===== config.mk =====
export PLATFORM = sky130hd
export DESIGN_NAME = rf_req_fifo
export DESIGN_NICKNAME = d
export VERILOG_FILES = /design/src/rtl/rf_req_fifo_pkg.sv /design/src/rtl/rf_req_issue.sv /design/src/rtl/rf_req_fifo.sv
export SDC_FILE = /design/constraint.sdc
export NUM_CORES = 1
export LEC_CHECK = 0
export ABC_CLOCK_PERIOD_IN_PS = 5240
export BUFFER_PORTS_ARGS = -buffer_cell sky130_fd_sc_hd__buf_2
export CELL_PAD_IN_SITES_DETAIL_PLACEMENT = 1
export CELL_PAD_IN_SITES_GLOBAL_PLACEMENT = 1
export CORE_ASPECT_RATIO = 1.25
export CORE_MARGIN = 3
export CORE_UTILIZATION = 45
export CTS_CLUSTER_SIZE = 20
export DETAILED_ROUTE_END_ITERATION = 6
export PLACE_DENSITY_LB_ADDON = 0.08
export SLEW_MARGIN = 15
export SYNTH_ARGS = -nofsm -noshare
export SYNTH_HDL_FRONTEND = slang
export SYNTH_SLANG_ARGS = --single-unit

===== constraint.sdc =====
create_clock -name clk -period 5.24 [get_ports clk]
set_clock_uncertainty 0.05 [all_clocks]
set_input_delay 0.524 -clock clk [delete_from_list [all_inputs] [get_ports clk]]
set_output_delay 0.524 -clock clk [all_outputs]
set_load 0.005 [all_outputs]

===== src/rtl/rf_req_fifo_pkg.sv =====
// Shared widths, request-entry layout and issue-state encoding for the
// register-file operand-read request queue.
package rf_req_fifo_pkg;

  localparam int BANK_W = 2;
  localparam int ROW_W  = 3;
  localparam int TAG_W  = 3;

  typedef struct packed {
    logic              v1;
    logic [BANK_W-1:0] b1;
    logic [ROW_W-1:0]  r1;
    logic [TAG_W-1:0]  t1;
    logic              v2;
    logic [BANK_W-1:0] b2;
    logic [ROW_W-1:0]  r2;
    logic [TAG_W-1:0]  t2;
    logic              same;
  } req_entry_t;

  // Encoding is {p1, p2}, so the state register doubles as the pending bits.
  typedef enum logic [1:0] {
    ST_NONE = 2'b00,
    ST_SRC2 = 2'b01,
    ST_SRC1 = 2'b10,
    ST_BOTH = 2'b11
  } issue_state_t;

  function automatic issue_state_t head_state(input req_entry_t e);
    return issue_state_t'({e.v1, e.v2});
  endfunction

endpackage


===== src/rtl/rf_req_issue.sv =====
// Combinational issue decision for the queue head: which sources read this
// cycle, and whether the head retires.
module rf_req_issue
  import rf_req_fifo_pkg::*;
(
  input  req_entry_t        head,
  input  logic              active,
  input  logic              p1,
  input  logic              p2,
  input  logic              write_valid,
  input  logic [BANK_W-1:0] write_bank,
  output logic              iss1,
  output logic              iss2,
  output logic              pop
);

  logic blk1;
  logic blk2;
  logic unused_fields;

  assign unused_fields = ^{head.r1, head.t1, head.r2, head.t2};

  always_comb begin
    blk1 = write_valid && (write_bank == head.b1);
    blk2 = write_valid && (write_bank == head.b2);
    iss1 = active && p1 && head.v1 && !blk1;
    // A same-bank pair never reads src2 while src1 is still outstanding.
    iss2 = active && p2 && head.v2 && !blk2 && !(head.same && p1);
    pop  = active && !(p1 && !iss1) && !(p2 && !iss2);
  end

endmodule


===== src/rtl/rf_req_fifo.sv =====
// Operand-read request FIFO: buffers mapped instructions and issues registered
// per-bank register-file reads for the head entry.
module rf_req_fifo
  import rf_req_fifo_pkg::*;
#(
  parameter int DEPTH = 4,
  parameter int NBANK = 4
) (
  input  logic                    clk,
  input  logic                    rst,
  input  logic                    Valid_RAU_ReqFIFO,
  input  logic                    Src1_Valid,
  input  logic                    Src2_Valid,
  input  logic [BANK_W-1:0]       Src1_Phy_Bank_ID,
  input  logic [BANK_W-1:0]       Src2_Phy_Bank_ID,
  input  logic [ROW_W-1:0]        Src1_Phy_Row_ID,
  input  logic [ROW_W-1:0]        Src2_Phy_Row_ID,
  input  logic [TAG_W-1:0]        Src1_OCID_RAU_OC,
  input  logic [TAG_W-1:0]        Src2_OCID_RAU_OC,
  input  logic                    ReqFIFO_2op_EN,
  input  logic                    WriteValid,
  input  logic [BANK_W-1:0]       WriteBank,
  output logic                    Full_ReqFIFO_RAU,
  output logic [$clog2(DEPTH):0]  Count_ReqFIFO,
  output logic [NBANK-1:0]        RdEn_ReqFIFO_RF,
  output logic [NBANK*ROW_W-1:0]  RdRow_ReqFIFO_RF,
  output logic [NBANK*TAG_W-1:0]  RdTag_ReqFIFO_OC
);

  localparam int PW = $clog2(DEPTH);
  localparam int CW = PW + 1;
  localparam logic [CW-1:0] FULL_CNT = CW'(DEPTH);

  req_entry_t         mem [DEPTH];
  req_entry_t         in_entry;
  req_entry_t         head;
  req_entry_t         next_head;
  logic [PW-1:0]      wr_ptr;
  logic [PW-1:0]      rd_ptr;
  logic [CW-1:0]      count;
  issue_state_t       state;
  issue_state_t       state_nxt;
  logic               push;
  logic               pop;
  logic               active;
  logic               iss1;
  logic               iss2;
  logic [NBANK-1:0]       rden_nxt;
  logic [NBANK*ROW_W-1:0] row_nxt;
  logic [NBANK*TAG_W-1:0] tag_nxt;

  always_comb begin
    in_entry = '{v1: Src1_Valid, b1: Src1_Phy_Bank_ID, r1: Src1_Phy_Row_ID,
                 t1: Src1_OCID_RAU_OC, v2: Src2_Valid, b2: Src2_Phy_Bank_ID,
                 r2: Src2_Phy_Row_ID, t2: Src2_OCID_RAU_OC, same: ReqFIFO_2op_EN};
  end

  // Upstream handshake: an instruction transfers on any cycle where
  // Valid_RAU_ReqFIFO is high and Full_ReqFIFO_RAU is low; otherwise upstream holds it.
  assign Full_ReqFIFO_RAU = (count == FULL_CNT);
  assign Count_ReqFIFO    = count;
  assign push      = Valid_RAU_ReqFIFO && !Full_ReqFIFO_RAU && (Src1_Valid || Src2_Valid);
  assign active    = (count != '0);
  assign head      = mem[rd_ptr];
  assign next_head = mem[rd_ptr + PW'(1)];

  rf_req_issue u_issue (
    .head        (head),
    .active      (active),
    .p1          (state[1]),
    .p2          (state[0]),
    .write_valid (WriteValid),
    .write_bank  (WriteBank),
    .iss1        (iss1),
    .iss2        (iss2),
    .pop         (pop)
  );

  always_ff @(posedge clk) begin
    if (push) mem[wr_ptr] <= in_entry;
  end

  always_ff @(posedge clk or negedge rst) begin
    if (!rst) begin
      wr_ptr <= '0;
      rd_ptr <= '0;
      count  <= '0;
      state  <= ST_NONE;
    end else begin
      state <= state_nxt;
      if (push) wr_ptr <= wr_ptr + PW'(1);
      if (pop)  rd_ptr <= rd_ptr + PW'(1);
      if (push && !pop)      count <= count + CW'(1);
      else if (!push && pop) count <= count - CW'(1);
    end
  end

  // Pending bits reload whenever a different entry becomes head; with one
  // entry left, a simultaneous push is the entry that becomes head.
  always_comb begin
    state_nxt = state;
    if (pop) begin
      if (count > CW'(1)) state_nxt = head_state(next_head);
      else if (push)      state_nxt = head_state(in_entry);
      else                state_nxt = ST_NONE;
    end else if (!active) begin
      state_nxt = push ? head_state(in_entry) : ST_NONE;
    end else begin
      state_nxt = issue_state_t'({state[1] && !iss1, state[0] && !iss2});
    end
  end

  always_comb begin
    rden_nxt = '0;
    row_nxt  = '0;
    tag_nxt  = '0;
    for (int b = 0; b < NBANK; b++) begin
      if (iss1 && head.b1 == BANK_W'(b)) begin
        rden_nxt[b]               = 1'b1;
        row_nxt[b*ROW_W +: ROW_W] = head.r1;
        tag_nxt[b*TAG_W +: TAG_W] = head.t1;
      end else if (iss2 && head.b2 == BANK_W'(b)) begin
        rden_nxt[b]               = 1'b1;
        row_nxt[b*ROW_W +: ROW_W] = head.r2;
        tag_nxt[b*TAG_W +: TAG_W] = head.t2;
      end
    end
  end

  always_ff @(posedge clk or negedge rst) begin
    if (!rst) begin
      RdEn_ReqFIFO_RF  <= '0;
      RdRow_ReqFIFO_RF <= '0;
      RdTag_ReqFIFO_OC <= '0;
    end else begin
      RdEn_ReqFIFO_RF  <= rden_nxt;
      RdRow_ReqFIFO_RF <= row_nxt;
      RdTag_ReqFIFO_OC <= tag_nxt;
    end
  end

endmodule


==> results.ini, run 1 <==
[final_layout]
layout.nets=398
layout-drive-gt1-share=0.383
final_cell_mix=edfxtp_1 (76), buf_2 (56), dfrtp_1 (37)
layout.cells.most_common=edfxtp_1
n_antenna_cell=0
area_growth_pct=19.6
design_area_um2=5890

[hold_path]
hp-class=in2async

[pwr]
p_leak_nw=2.39
p_per_area_nw_per_um2=593
power_frac_seq=0.360
swShare=0.329
cellInternalPower_mw=2.34
max-vdd-ir-drop_mv=0.279
p_sw_mw=1.15
combPwrFrac=0.326
pwr-share-clk=0.314

[timing]
drv_slew=0
worst_slew_pin_slew_ps=1070
rsz0062_at_grt=no
setup_tns_ps=0
min_period_over_period=0.646
max_freq_mhz=296
final-setup-viol-count=0
hold_violations=0
min_period_ps=3380
timing.slew.headroom=0.284

[synth]
ys_ff_latch=113
netlist_area_um2=4920
async_flop_share=0.327
ys_warn_count=0
synthFlopType=edfxtp_1
synth_cells=300
syn_nets=334
ys_types=47
yosysSeqAreaShare=0.652
synth_edf_count=76
avgSynthCellArea_um2=16.4

[drt]
num_vias=2758
first_iter_violations=139
drc_errors=0
antenna_left=0
routed_wl_um=10100
wire_per_inst_um=19.8
drt_first_pass_iters=4
vias_per_cell=5.43

[clock_tree]
tritoncts=built
path_clk_slew_ps=50
htree_levels=4
cts_setup_buffers=0
cts_hold_buffers=0
cts_buffers=17
cts_root_buf=clkbuf_16
clkSinkCount=113
clockBufferDepth=2
clk_latency_ps=410
cts_resized=0

[setup_path]
cp-end-kind=flip-flop
critPathLaunchType=flip-flop
reg2reg_depth=9
critPathSlowestCell=dfrtp_1
worstSetupEndpoint=Count_ReqFIFO[2]
crit_fanout=16
max_stage_delay_ps=920
critical_path_class=reg2reg
worstPathCellList=buf_4 > mux4_2 > a21oi_2 > a2bb2oi_2 > a21oi_1 > inv_1 > ha_1 > nor2_1 > xor2_1
critPathLaunch=rd_ptr[0]
r2r_slack_ps=1860
worstPathArrival_ps=3660
r2r-end=Count_ReqFIFO[2]
crit_required_ps=5520
r2r_start=rd_ptr[0]

[place]
portBuffers=56
hpwl_um=6560
gp_congestion=0.768
dpl-instance-area_um2=5310

[grt]
grt_pass1_vias=2916
grt_pass1_wl_um=15800
overflow=0
track_usage=0.176
antenna_found_initial=0
grt_max_degree=38

[floorplan]
num_io_pins=57
fp.dieH_um=123
start_util=0.464
core_area_um2=10600
fp.dieW_um=99.5
dieArea_um2=12200
fp-row-count=42

[run]
cap_viol_max_count=0

[status]
status=completed

==> worst max-delay path, delay by kind of cell, from the launching register on <==
kind / cells / cell delay [ps]
simple gates: 1 / 160
buf+inv: 2 / 450
mux: 1 / 530
compound gates: 3 / 680
flops: 1 / 920
xor+xnor: 1 / 170
fa+ha+maj: 1 / 350
==> cell usage after synthesis (2+ instances only) <==
| library cell | number | area, µm² |
|---|---|---|
| nand2_1 | 10 | 37.5 |
| mux4_2 | 13 | 293 |
| inv_2 | 2 | 7.51 |
| buf_6 | 3 | 33.8 |
| buf_1 | 2 | 7.51 |
| buf_2 | 5 | 25.0 |
| o21ai_1 | 7 | 35.0 |
| inv_1 | 6 | 22.5 |
| o31ai_1 | 3 | 22.5 |
| xnor2_1 | 4 | 35.0 |
| o31ai_4 | 2 | 42.5 |
| clkbuf_1 | 4 | 15.0 |
| edfxtp_1 | 76 | 2280 |
| nand4_1 | 2 | 12.5 |
| nor4bb_1 | 2 | 20.0 |
| and2_1 | 7 | 43.8 |
| mux2_2 | 29 | 327 |
| mux2_1 | 6 | 67.6 |
| xor2_1 | 3 | 26.3 |
| nor4_1 | 24 | 150 |
| nor2_1 | 4 | 15.0 |
| dfrtp_1 | 37 | 926 |
| nand3_1 | 2 | 10.0 |
| and3_1 | 2 | 12.5 |
| ha_1 | 9 | 113 |
| nand3b_1 | 2 | 15.0 |
| o21ai_0 | 2 | 10.0 |
| a21oi_1 | 2 | 10.0 |
| mux2i_1 | 12 | 120 |
==> per-stage QoR <==
step                std cells   util  hold slack [ps]  worst slack [ps]  total power, mW
CTS                       508  0.554              175              1780             3.53
global route              508  0.555              224              1550             3.69
global placement          477  0.500              496              1940             2.38
detailed placement        477  0.500              501              1850             2.41
floorplan                 300      -              178              2690             2.09
finish                    508  0.555              162              1860             3.49
==> routing by layer <==
layer	part of all wire	global-route usage	vias up
met4	0.013	0.0717	0
met3	0.041	0.0530	10
met2	0.48	0.274	69
met5	0	0	-
li1	-	-	1290
met1	0.46	0.231	1389
==> flip-flops by register name (all words and copies together), names as in the netlist <==
register and count:
RdRow_ReqFIFO_RF 12, mem 76, wr_ptr 2, state 2
Count_ReqFIFO 3, rd_ptr 2, RdEn_ReqFIFO_RF 4, RdTag_ReqFIFO_OC 12
==> kinds of logic after synthesis <==
kind of cell / after synthesis / synth area share
AOI/OAI and AO/OA: 21 / 0.0346
xor gates and xnor gates: 8 / 0.0158
DFF: 113 / 0.652
adders and majority gates: 9 / 0.0229
buffers and inverters: 22 / 0.0226
muxes: 62 / 0.171
and+or+nand+nor: 65 / 0.0811
==> worst min path at each step <==
| stage | slack, ps | start | cells after the start | endpoint |
|---|---|---|---|---|
| after floorplan | 180 | rst | 0 | Count_ReqFIFO[0] |
| after global placement | 500 | Count_ReqFIFO[2] | 1 | Count_ReqFIFO[2] |
| after detailed placement | 500 | Count_ReqFIFO[2] | 1 | Count_ReqFIFO[2] |
| after CTS | 180 | rst | 1 | RdTag_ReqFIFO_OC[1] |
| after global routing | 220 | rst | 1 | RdRow_ReqFIFO_RF[3] |
| final | 160 | rst | 1 | RdTag_ReqFIFO_OC[1] |
==> power by group through the flow <==
| stage | clock network (mW) | registers [mW] | logic, mW |
|---|---|---|---|
| finish | 1.10 | 1.26 | 1.14 |
| global route | 1.16 | 1.28 | 1.25 |
| CTS | 1.12 | 1.26 | 1.15 |
| detailed placement | 0 | 1.28 | 1.13 |
| global placement | 0 | 1.27 | 1.12 |
| floorplan | 0 | 1.24 | 0.853 |
==> area by class of cell <==
| type | count | area [µm²] |
|---|---|---|
| clock inverters | 9 | 81.3 |
| repair buffers | 59 | 303 |
| inverters | 8 | 30.0 |
| well taps | 132 | 165 |
| flip-flops and latches | 113 | 3210 |
| fillers | 998 | 4730 |
| multi-input cells | 165 | 1610 |
| clock buffers | 22 | 495 |
No activity file was read; power rests on OpenSTA's default activity.
==> run 2, diff against run 1 <==
ABC_CLOCK_PERIOD_IN_PS = 3300   (was 5240)
clock period = 3.3 ns   (was 5.24 ns; I/O delays follow)
==> run 2 against run 1 <==
The run now ends with hold timing left. Critical endpoint unchanged. Count of clock-buffer cells in the layout fell by 2. Fmax is 19% higher. Worst setup slack got worse by 1400 ps. Non-clock buffer count rose by 8. Global-route usage up 1.1 points.
==> results.ini, run 2 (synthesis results as in run 1) <==
[status]
status=finished, violations left  ; was completed
violations=hold timing

[setup_path]
max_stage_delay_ps=600  ; was 920 ps
worstPathArrival_ps=3110  ; was 3660 ps
crit_required_ps=3580  ; was 5520 ps
r2r_start=rd_ptr[0]  ; unchanged
cp-end-kind=flip-flop  ; unchanged
critPathLaunch=rd_ptr[0]  ; unchanged
worstSetupEndpoint=Count_ReqFIFO[2]  ; unchanged
worstPathCellList=buf_4 > mux2i_4 > mux2i_1 > o31ai_4 > nand2_2 > a21oi_1 > inv_1 > ha_1 > nor2_1 > xor2_1  ; was buf_4 > mux4_2 > a21oi_2 > a2bb2oi_2 > a21oi_1 > inv_1 > ha_1 > nor2_1 > xor2_1
r2r_slack_ps=460  ; was 1860 ps
path_depth=10  ; was 9
critPathLaunchType=flip-flop  ; unchanged
critPathSlowestCell=dfrtp_1  ; unchanged
crit_fanout=9  ; was 16
critPathBufInv=2  ; unchanged
r2r-end=Count_ReqFIFO[2]  ; unchanged
reg2reg_depth=10  ; was 9
critical_path_class=reg2reg  ; unchanged
cp_top_family=flip-flops  ; unchanged

[drt]
vias_per_cell=5.48  ; was 5.43
routed_wl_um=10300  ; was 10100 µm
antenna_left=0  ; unchanged
first_iter_violations=91  ; was 139
drc_errors=0  ; unchanged
num_vias=2827  ; was 2758
wire_per_inst_um=20.0  ; was 19.8 µm
drt_first_pass_iters=4  ; unchanged

[run]
cap_viol_max_count=0  ; unchanged

[clock_tree]
cts_buffers=17  ; unchanged
clkSinkCount=113  ; unchanged
path_clk_slew_ps=50  ; about the same
clockBufferDepth=2  ; unchanged
tritoncts=built  ; unchanged
cts_setup_buffers=0  ; unchanged
cts_resized=0  ; unchanged
clk_latency_ps=400  ; was 410 ps
cts_hold_buffers=0  ; unchanged
htree_levels=4  ; unchanged
cts_root_buf=clkbuf_16  ; unchanged

[final_layout]
design_area_um2=5920  ; was 5890 µm²
layout.nets=406  ; was 398
num-fill-cells=1028  ; was 998
largest_reg_flops=76  ; unchanged
largest_register=mem  ; unchanged
top_regs=mem (76), RdRow_ReqFIFO_RF (12), RdTag_ReqFIFO_OC (12)  ; unchanged
layout-drive-gt1-share=0.385  ; was 0.383
layout.cells.most_common=edfxtp_1  ; unchanged
final_cell_mix=edfxtp_1 (76), buf_2 (56), dfrtp_1 (37)  ; unchanged
n_antenna_cell=0  ; unchanged
stdcell_count=516  ; was 508
area_growth_pct=20.3  ; was 19.6%

[timing]
min_period_ps=2840  ; was 3380 ps
drv_slew=0  ; unchanged
final-setup-viol-count=0  ; unchanged
hold_violations=2  ; was 0
worst_slew_pin_slew_ps=865  ; was 1070 ps
whs_ps=-3.09  ; was 162 ps
setup_tns_ps=0  ; unchanged
timing.slew.headroom=0.423  ; was 0.284
max_freq_mhz=352  ; was 296 MHz
rsz0062_at_grt=no  ; unchanged
min_period_over_period=0.860  ; was 0.646

[place]
portBuffers=56  ; unchanged
dp.cells=485  ; was 477
hpwl_um=6840  ; was 6560 µm
dpl-instance-area_um2=5370  ; was 5310 µm²
gp_congestion=0.732  ; was 0.768

[floorplan]
fp.dieH_um=123  ; unchanged
dieArea_um2=12200  ; unchanged
fp-row-count=42  ; unchanged
fp.dieW_um=99.5  ; unchanged
start_util=0.464  ; unchanged
core_area_um2=10600  ; unchanged
num_io_pins=57  ; unchanged

[grt]
track_usage=0.186  ; was 0.176
grt_pass1_wl_um=17000  ; was 15800 µm
overflow=0  ; unchanged
grt_pass1_vias=3116  ; was 2916
antenna_found_initial=0  ; unchanged
grt_max_degree=38  ; unchanged

[pwr]
p_leak_nw=2.40  ; was 2.39 nW
max-vdd-ir-drop_mv=0.427  ; was 0.279 mV
p_per_area_nw_per_um2=939  ; was 593 nW/µm²

[hold_path]
hp-class=in2async  ; unchanged

run 2: layer usage:
metal | part of all wire | global-route usage | vias to the layer above
met2 | 0.50 | 0.311 | 61
met3 | 0.040 | 0.0530 | 9
met5 | 0 | 0 | -
li1 | - | - | 1311
met1 | 0.45 | 0.233 | 1446
met4 | 0.011 | 0.0675 | 0
run 2: final cells by class:
| type | count | area (µm²) | share of cell area |
|---|---|---|---|
| inverters | 8 | 30.0 | 0.00507 |
| flip-flops and latches | 113 | 3210 | 0.542 |
| clock inverters | 11 | 116 | 0.0196 |
| repair buffers | 67 | 363 | 0.0613 |
| clock buffers | 20 | 437 | 0.0737 |
| well taps | 132 | 165 | 0.0279 |
| multi-input cells | 165 | 1600 | 0.271 |
run 2: through the flow:
step	utilization	total power, mW	setup WS [ps]	hold WS (ps)
CTS	0.558	5.64	443	15.0
floorplan	-	3.32	745	-15.6
finish	0.558	5.56	461	-3.09
global route	0.558	5.90	225	64.1
detailed placement	0.506	3.90	477	450
global placement	0.506	3.85	545	426
run 2: how the worst min path moves through the flow:
stage                                endpoint  slack [ps]  cells past startpoint
final                     RdTag_ReqFIFO_OC[4]          -3                      1
after global routing      RdTag_ReqFIFO_OC[4]          60                      1
after CTS                 RdTag_ReqFIFO_OC[4]          20                      1
after detailed placement  RdTag_ReqFIFO_OC[4]         450                      1
after global placement    RdTag_ReqFIFO_OC[4]         430                      1
after floorplan              Count_ReqFIFO[0]         -20                      0
run 2: where the power goes:
group,internal [mW],switching [mW]
clock network,1.10,0.601
logic,0.801,1.07
registers,1.83,0.161
==> run 3, diff against run 2 <==
SYNTH_HIERARCHICAL = 1   (was default)
==> run 3 against run 2 <==
The flow still finishes with violations (hold timing). Global-route usage down 0.77 points. Sequential power about the same. Critical path depth down 2. First-iteration DRC count is 4.4% higher. Total power down 0.80%. Sequential share of layout area grew 1.6 points. Final cell count down 6.6%. Die area fell by 3.6%. Combinational power shrank 6%. Wire length fell by 5.5%. Worst setup slack got worse by 270 ps. Core utilization up 0.85 points. Critical path type unchanged.
==> results.ini, run 3 <==
[drt]
first_iter_violations=95  ; was 91
wire_per_inst_um=20.3  ; was 20.0 µm
routed_wl_um=9770  ; was 10300 µm
num_vias=2607  ; was 2827
vias_per_cell=5.41  ; was 5.48
drc_errors=0  ; unchanged
antenna_left=0  ; unchanged
drt_first_pass_iters=4  ; unchanged

[clock_tree]
tritoncts=built  ; unchanged
clkSinkCount=113  ; unchanged
cts_hold_buffers=0  ; unchanged
cts_setup_buffers=0  ; unchanged
cts_root_buf=clkbuf_16  ; unchanged
clk_latency_ps=410  ; was 400 ps
cts_buffers=17  ; unchanged
htree_levels=4  ; unchanged
cts_resized=0  ; unchanged
clockBufferDepth=2  ; unchanged
path_clk_slew_ps=50  ; about the same

[floorplan]
fp-row-count=41  ; was 42
num_io_pins=57  ; unchanged
start_util=0.466  ; was 0.464
core_area_um2=10200  ; was 10600 µm²
fp.dieW_um=97.7  ; was 99.5 µm
dieArea_um2=11800  ; was 12200 µm²
fp.dieH_um=121  ; was 123 µm

[setup_path]
worstSetupEndpoint=RdTag_ReqFIFO_OC[6]  ; was Count_ReqFIFO[2]
critPathLaunchType=flip-flop  ; unchanged
cp-end-kind=flip-flop  ; unchanged
r2r_start=rd_ptr[1]  ; was rd_ptr[0]
crit_fanout=20  ; was 9
r2r_slack_ps=190  ; was 460 ps
critical_path_class=reg2reg  ; unchanged
crit_required_ps=3590  ; was 3580 ps
critPathLaunch=rd_ptr[1]  ; was rd_ptr[0]
worstPathArrival_ps=3400  ; was 3110 ps
r2r-end=RdTag_ReqFIFO_OC[6]  ; was Count_ReqFIFO[2]
reg2reg_depth=8  ; was 10

[synth]
yosysSeqAreaShare=0.678  ; was 0.652
avgSynthCellArea_um2=17.7  ; was 16.4 µm²
synth_common_cells=edfxtp_1 (76), dfrtp_1 (37), a22o_1 (24)  ; was edfxtp_1 (76), dfrtp_1 (37), mux2_2 (29)
ys_ff_latch=113  ; unchanged
netlist_area_um2=4730  ; was 4920 µm²
synth_most_common_cell=edfxtp_1  ; unchanged
yosysTopAreaCellShare=0.482  ; was 0.464
synth_cells=267  ; was 300
async_flop_share=0.327  ; unchanged
synth_edf_count=76  ; unchanged
syn_nets=301  ; was 334
synth_area_leaders=edfxtp_1 (48%), dfrtp_1 (20%), mux4_2 (7.1%)  ; was edfxtp_1 (46%), dfrtp_1 (19%), mux2_2 (6.6%)
synthFlopType=edfxtp_1  ; unchanged
ys_types=45  ; was 47
ys_warn_count=6  ; was 0
synth_top_area_cell=edfxtp_1  ; unchanged

[grt]
grt_pass1_wl_um=15500  ; was 17000 µm
antenna_found_initial=0  ; unchanged
grt_max_degree=38  ; unchanged
overflow=0  ; unchanged
track_usage=0.179  ; was 0.186
grt_pass1_vias=2841  ; was 3116

[place]
hpwl_um=6620  ; was 6840 µm
pre_cts_ws_ps=177  ; was 477 ps
dp.cells=450  ; was 485
dpl-instance-area_um2=5150  ; was 5370 µm²
gp_congestion=0.776  ; was 0.732
portBuffers=56  ; unchanged

[final_layout]
largest_reg_flops=76  ; unchanged
design_area_um2=5750  ; was 5920 µm²
largest_register=mem  ; unchanged
layout-drive-gt1-share=0.354  ; was 0.385
utilization=0.566  ; was 0.558
final_cell_mix=edfxtp_1 (76), buf_2 (56), dfrtp_1 (37)  ; unchanged
area_growth_pct=21.5  ; was 20.3%
num-fill-cells=941  ; was 1028
stdcell_count=482  ; was 516
layout.nets=374  ; was 406
layout.cells.most_common=edfxtp_1  ; unchanged
top_regs=mem (76), RdRow_ReqFIFO_RF (12), RdTag_ReqFIFO_OC (12)  ; unchanged
n_antenna_cell=0  ; unchanged

[timing]
max_freq_mhz=322  ; was 352 MHz
whs_ps=-10.7  ; was -3.09 ps
rsz0062_at_grt=no  ; unchanged
timing.slew.headroom=0.436  ; was 0.423
min_period_over_period=0.942  ; was 0.860
setup_tns_ps=0  ; unchanged
drv_slew=0  ; unchanged
final-setup-viol-count=0  ; unchanged
hold_violations=37  ; was 2
worst_slack_ps=193  ; was 461 ps
worst_slew_pin_slew_ps=847  ; was 865 ps
min_period_ps=3110  ; was 2840 ps

[status]
status=finished, violations left  ; unchanged
violations=hold timing  ; unchanged

[pwr]
max-vdd-ir-drop_mv=0.539  ; was 0.427 mV
p_per_area_nw_per_um2=958  ; was 939 nW/µm²
swShare=0.314  ; was 0.330
cellInternalPower_mw=3.78  ; was 3.73 mW
p_leak_nw=2.38  ; was 2.40 nW
pwr-share-clk=0.323  ; was 0.305
total_power_mw=5.51  ; was 5.56 mW
combPwrFrac=0.319  ; was 0.337
power_frac_seq=0.358  ; about the same
p_sw_mw=1.73  ; was 1.83 mW

[run]
cap_viol_max_count=0  ; unchanged

[hold_path]
hp-class=in2async  ; unchanged

## run 3: power by group through the flow
stage | registers (mW) | logic (mW) | clock network [mW]
2_1_floorplan | 1.98 | 1.30 | 0
3_5_place_dp | 2.01 | 1.77 | 0
5_1_grt | 2.01 | 1.94 | 1.88
6_report | 1.98 | 1.76 | 1.78
3_3_place_gp | 1.99 | 1.73 | 0
4_1_cts | 1.98 | 1.79 | 1.81
## run 3: layout make-up
type,instances,area (µm²),area share
repair buffers,65,348,0.0605
clock buffers,26,564,0.0981
multi-input cells,131,1390,0.241
clock inverters,6,37.5,0.00652
well taps,129,161,0.0281
flip-flops and latches,113,3210,0.558
inverters,12,47.5,0.00826
## run 3: worst min-delay path by stage
stage	startpoint	end	slack (ps)	cells after the start
global placement	rst	RdEn_ReqFIFO_RF[2]	440	1
global route	rst	RdEn_ReqFIFO_RF[2]	50	1
finish	rst	rd_ptr[1]	-10	1
detailed placement	rst	RdEn_ReqFIFO_RF[2]	440	1
floorplan	rst	Count_ReqFIFO[0]	-20	0
CTS	rst	rd_ptr[1]	6	1
## run 3: per-layer routing
metal,GRT usage,vias up,part of all wire
li1,-,1193,-
met1,0.208,1333,0.42
met2,0.299,64,0.52
met3,0.0623,17,0.045
met4,0.0797,0,0.020
met5,0,-,0
## run 3: logic make-up after synthesis
family                   count (synthesis)  share of synthesized area
AO/OA/AOI/OAI                           51                      0.102
AND/OR/NAND/NOR                         37                     0.0439
XOR/XNOR                                10                     0.0185
flip-flops                             113                      0.678
adder cells (fa/ha/maj)                  9                     0.0238
buffers and inverters                   23                     0.0296
multiplexers                            24                      0.105
## run 3: worst max-delay path, cell delays in order (launching register included)
cell	delay (ps)
dfrtp_1	450
buf_4	350
mux4_2	500
xnor2_1	200
a31oi_1	410
nor2b_1	230
a2bb2oi_2	120
a211oi_2	470
a22o_1	230
